File: src/rtl/seq_detect_prog.sv
// Programmable serial bit-pattern detector.
// A bit accepted on one clock edge is shifted into a history register. It is then
// compared with the stored pattern over the low `len` bits. A match produces a
// registered one-cycle pulse and increments a saturating match counter.
module seq_detect_prog #(
    parameter int                 MAX_LEN     = 8,
    parameter int                 LEN_W       = 4,
    parameter logic [MAX_LEN-1:0] DEF_PATTERN = 8'b0110_0111,
    parameter int                 DEF_LEN     = 7,
    parameter bit                 DEF_OVERLAP = 1'b1,
    parameter int                 CNT_W       = 16
) (
    input  logic               clk,
    input  logic               rst,
    input  logic               in_valid,
    input  logic               in_bit,
    input  logic               cfg_we,
    input  logic [MAX_LEN-1:0] cfg_pattern,
    input  logic [LEN_W-1:0]   cfg_len,
    input  logic               cfg_overlap,
    input  logic               cnt_clr,
    output logic               match,
    output logic [CNT_W-1:0]   match_count,
    output logic [LEN_W-1:0]   cfg_len_eff
);

    localparam int FILL_W = $clog2(MAX_LEN + 1);
    localparam logic [LEN_W-1:0] DEF_LEN_C =
        LEN_W'((DEF_LEN > MAX_LEN) ? MAX_LEN : DEF_LEN);

    // Lengths beyond the history depth fall back to the full depth.
    function automatic logic [LEN_W-1:0] clamp_len(input logic [LEN_W-1:0] l);
        if (int'(l) > MAX_LEN) return LEN_W'(MAX_LEN);
        return l;
    endfunction

    logic [MAX_LEN-1:0] pattern_r;
    logic [LEN_W-1:0]   len_r;
    logic               overlap_r;
    logic [MAX_LEN-1:0] hist;
    logic [FILL_W-1:0]  fill;

    logic [MAX_LEN-1:0] hist_next;
    logic [FILL_W-1:0]  fill_inc;
    logic [MAX_LEN-1:0] mask;
    logic               hit;
    logic               accept;

    // Next history and fill values, plus the match test on the post-shift history.
    always_comb begin
        hist_next = {hist[MAX_LEN-2:0], in_bit};
        fill_inc  = (fill == FILL_W'(MAX_LEN)) ? fill : fill + FILL_W'(1);
        mask      = '0;
        for (int i = 0; i < MAX_LEN; i++) begin
            mask[i] = (int'(len_r) > i);
        end
        hit    = (len_r != '0) &&
                 (int'(fill_inc) >= int'(len_r)) &&
                 (((hist_next ^ pattern_r) & mask) == '0);
        // A bit that arrives with a configuration write is discarded.
        accept = in_valid && !cfg_we;
    end

    // Configuration registers: defaults on reset, otherwise loaded by cfg_we.
    always_ff @(posedge clk) begin
        if (rst) begin
            pattern_r <= DEF_PATTERN;
            len_r     <= DEF_LEN_C;
            overlap_r <= DEF_OVERLAP;
        end else if (cfg_we) begin
            pattern_r <= cfg_pattern;
            len_r     <= clamp_len(cfg_len);
            overlap_r <= cfg_overlap;
        end
    end

    // History and fill tracking. The fill restarts after a match when overlap is off.
    always_ff @(posedge clk) begin
        if (rst || cfg_we) begin
            hist <= '0;
            fill <= '0;
        end else if (in_valid) begin
            hist <= hist_next;
            fill <= (hit && !overlap_r) ? '0 : fill_inc;
        end
    end

    // Registered match pulse, one cycle after the completing bit is accepted.
    always_ff @(posedge clk) begin
        if (rst) begin
            match <= 1'b0;
        end else begin
            match <= accept && hit;
        end
    end

    // Saturating match counter. A clear wins over a coincident increment.
    always_ff @(posedge clk) begin
        if (rst || cnt_clr) begin
            match_count <= '0;
        end else if (accept && hit && (match_count != '1)) begin
            match_count <= match_count + CNT_W'(1);
        end
    end

    assign cfg_len_eff = len_r;

endmodule

File: config.mk
export PLATFORM = sky130hd
export DESIGN_NAME = seq_detect_prog
export DESIGN_NICKNAME = d
export VERILOG_FILES = /design/src/rtl/seq_detect_prog.sv
export SDC_FILE = /design/constraint.sdc
export NUM_CORES = 1
export LEC_CHECK = 0
export ABC_CLOCK_PERIOD_IN_PS = 7400
export BUFFER_PORTS_ARGS = -buffer_cell sky130_fd_sc_hd__buf_2
export CORE_ASPECT_RATIO = 0.7
export CORE_MARGIN = 4
export CORE_UTILIZATION = 30
export CTS_CLUSTER_DIAMETER = 100
export DETAILED_ROUTE_END_ITERATION = 10
export PLACE_DENSITY = 0.47
export SLEW_MARGIN = 0
export SYNTH_ARGS = -nofsm -noshare
export SYNTH_HDL_FRONTEND = slang
export SYNTH_SLANG_ARGS = --single-unit
File: constraint.sdc
create_clock -name clk -period 7.4 [get_ports clk]
set_input_delay 1.48 -clock clk [delete_from_list [all_inputs] [get_ports clk]]
set_output_delay 1.48 -clock clk [all_outputs]
set_load 0.05 [all_outputs]
==> results by group <==
Status
  • Outcome: finished, final reports clean

Finish
  • Area Growth Syn to Fin: 18.0%
  • Fin util: 0.377
  • Fin nets: just under 300
  • Cell Count, Final, Fillers Out: 360
  • Share of layout cells above drive strength 1: 0.208
  • Most common library cell in the layout ignoring fill and taps: dfxtp_1
  • Antenna cells: 0
  • Commonest non-fill, non-tap cells in the layout: dfxtp_1 (41), buf_2 (39), a21oi_1 (21)
  • Number of fill cells: 685

Critical path
  • Critical path fanouts, max: 27
  • Crit Path Class: input pin to flip-flop
  • CP max-delay cell: nor4_4
  • Slowest stage delay, CP: approximately 0.43 ns
  • Nature of the critical path startpoint: input pin
  • Cell Chain, Critical Path: buf_2 > xnor2_1 > o21ai_0 > nor4_4 > nand3_4 > or3_1 > a21oi_1
  • Crit path required time: 7.62 ns
  • Worst EP arrival: 3.17 ns
  • Crit path capture type: flip-flop

Yosys
  • Main flop type after synthesis: dfxtp_1
  • Synth area leader: dfxtp_1
  • EDFF count, synth: 0
  • YS warnings: 0
  • Syn Inst Count: 233
  • Flops & latches, synth: 41
  • Synth cell types: 38
  • Syn nets: 259
  • Synthesized area per cell: 8.84 um2
  • Top cell type's share of synthesized area: 0.398
  • Post-synthesis sequential area ratio: 0.398
  • Mapped cell area: slightly above 0.002 mm2
  • Asr flop ratio synth: 0
  • Synth area leaders: dfxtp_1 (40%), mux2i_1 (5.3%), a21oi_1 (5.1%), o21ai_0 (4.6%), ha_1 (4.3%)

Pwr
  • Clock share of power: 0.401
  • Switching part of the total: 0.238
  • Reg power frac: 0.498
  • Overall Power: 467 uW
  • Max VDD drop: 0.0664 mV
  • Pleak: 0.000940 uW
  • Net Sw Power: roughly 110 uW
  • Combinational Power Share: 0.101
  • Power per standard cell area: 192 mW/mm2
  • P_int: between 300 and 400 uW

Timing
  • Final Max Slew Viols: 0
  • Max Clock Freq: 339 MHz
  • Final hold violations: 0
  • Clock Skew: between 0.004 and 0.005 ns
  • Slew @ Worst Pin: 0.483 ns
  • Fin crit share: 0.398
  • Tmin final: 2.95 ns
  • Relative slew slack: 0.678
  • Setup Viol. Count Final: 0
  • Smallest hold slack: 0.511 ns
  • Unrepaired setup endpoints after global routing: false
  • TNS Setup: 0 ns

CTS
  • CTS H-tree depth: 2
  • Later-pin clock latency in the skew report: 0.29 ns
  • CTS max path bufs: 2
  • Clock buffer count from CTS: 5
  • Root buffer cell: clkbuf_8
  • Hold-fix buffers at CTS: 0
  • CTS clk-pin slew, worst paths: 0.08 ns
  • Setup bufs post-CTS: 0
  • Clock tree sinks: between 40 and 50
  • CTS tree: built
  • Post-cts sizing count: 0

Placement
  • Placed Instances: 352
  • Final HPWL DP: ~3.6 mm
  • GP Congestion: about 0.79
  • I/O Buffers: 39

GRT
  • Vias in the first global route: 1551
  • Initial antenna violation count: 0
  • Largest net degree at the start of global routing: 28
  • Total grt overflow: 0
  • First-pass GRT wire length: 8.07 mm
  • Aggregate global-route resource usage: 0.121

Floorplan
  • Core area: 0.00646 mm2
  • Die ar.: 0.00828 mm2
  • Initial core utilization: 0.319
  • Die Span X: 107 um
  • I/O Pins: 40
  • Row Count: 24
  • Chip Height: about 77 um

Drt
  • Metal2 WL: 1.77 mm
  • Met1 WL: 2.78 mm
  • DR vias/cell: 4.74
  • DR WL met3: 226 um
  • Antenna Violating Nets Remaining: 0
  • Drt drc: 0
  • Max Used Layer: met4
  • Pre-antenna DRT Iters: 4
  • Mean routed wirelength per cell: between 10 and 15 um
  • DRT Wirelength: 4.82 mm
  • DR iter-0 viols: 100
  • Routed via count: 1706

Run
  • Max Cap Viol: 0

Min path
  • Hold/Removal Path Class: flip-flop to flip-flop
## per-stage QoR
stage / setup WS (ns) / cell area, um2
floorplan: 4.48 / 2060
global placement: 4.19 / 2310
detailed placement: 4.15 / 2310
CTS: 4.45 / 2430
global route: 4.25 / 2430
finish: 4.45 / 2430
## cells by family after synthesis
logic type                 share of synthesized area
and+or+nand+nor                                0.241
xor gates and xnor gates                      0.0553
buffers and inverters                         0.0395
AOI/OAI and AO/OA                              0.163
adders and majority gates                     0.0425
muxes                                         0.0607
DFF                                            0.398
## sequential cells by signal, indices dropped and copies added (netlist names)
signal,cells
overlap_r,1
cfg_len_eff,4
pattern_r,8
match_count,16
hist,7
match,1
fill,4
## Yosys cell counts, types with 2 or more instances
cell type,number
buf_1,3
o22ai_1,2
or2_2,3
clkbuf_1,4
nor3_1,3
a211o_1,6
mux2i_1,11
ha_1,7
o21ai_0,19
nor2_1,19
or3_1,11
nand3_1,13
nor2b_1,6
o21a_1,3
nand2_1,13
a21oi_1,21
buf_2,2
nand2b_1,4
dfxtp_1,41
and3_1,2
nand4_1,4
and4_1,3
inv_1,7
xnor2_1,10
xor2_1,3
## power by group through the flow
stage          registers [uW]  clock network, uW  logic (uW)
3_3_place_gp              238                  0        47.5
3_5_place_dp              238                  0        47.4
4_1_cts                   233                196        47.6
2_1_floorplan             240                  0        31.7
5_1_grt                   234                203        52.7
6_report                  233                187        47.0
## per-layer routing
metal	vias to the layer above	GRT usage
met5	-	0
met4	0	0.0345
met3	5	0.0307
met2	29	0.155
met1	770	0.193
li1	902	-
## final timing paths
kind / from / to / slack (ns) / cells past startpoint
hold reg to reg: match_count[10] / match_count[10] / 0.51 / 2
setup / recovery: in_bit / match_count[4] / 4.45 / 7
hold / removal: match_count[10] / match_count[10] / 0.51 / 2
setup reg to reg: fill[0] / match_count[4] / 4.67 / 12
## area by class of cell
cell class / instances / area [um2] / area share
Inverter: 7 / 26.3 / 0.0108
Clock inverter: 1 / 30.0 / 0.0124
Multi-Input combinational cell: 174 / 1160 / 0.477
Sequential cell: 41 / 821 / 0.338
Timing Repair Buffer: 39 / 195 / 0.0803
Clock buffer: 7 / 86.3 / 0.0355
Tap cell: 91 / 114 / 0.0468
## worst max-delay path: cells and delay by family
kind | cells | cell delay (ns)
AND/OR/NAND/NOR | 3 | 1.14
AO/OA/AOI/OAI | 2 | 0.29
XOR/XNOR | 1 | 0.13
buffers and inverters | 1 | 0.11
Note: power is estimated with default switching activity, not from simulation.
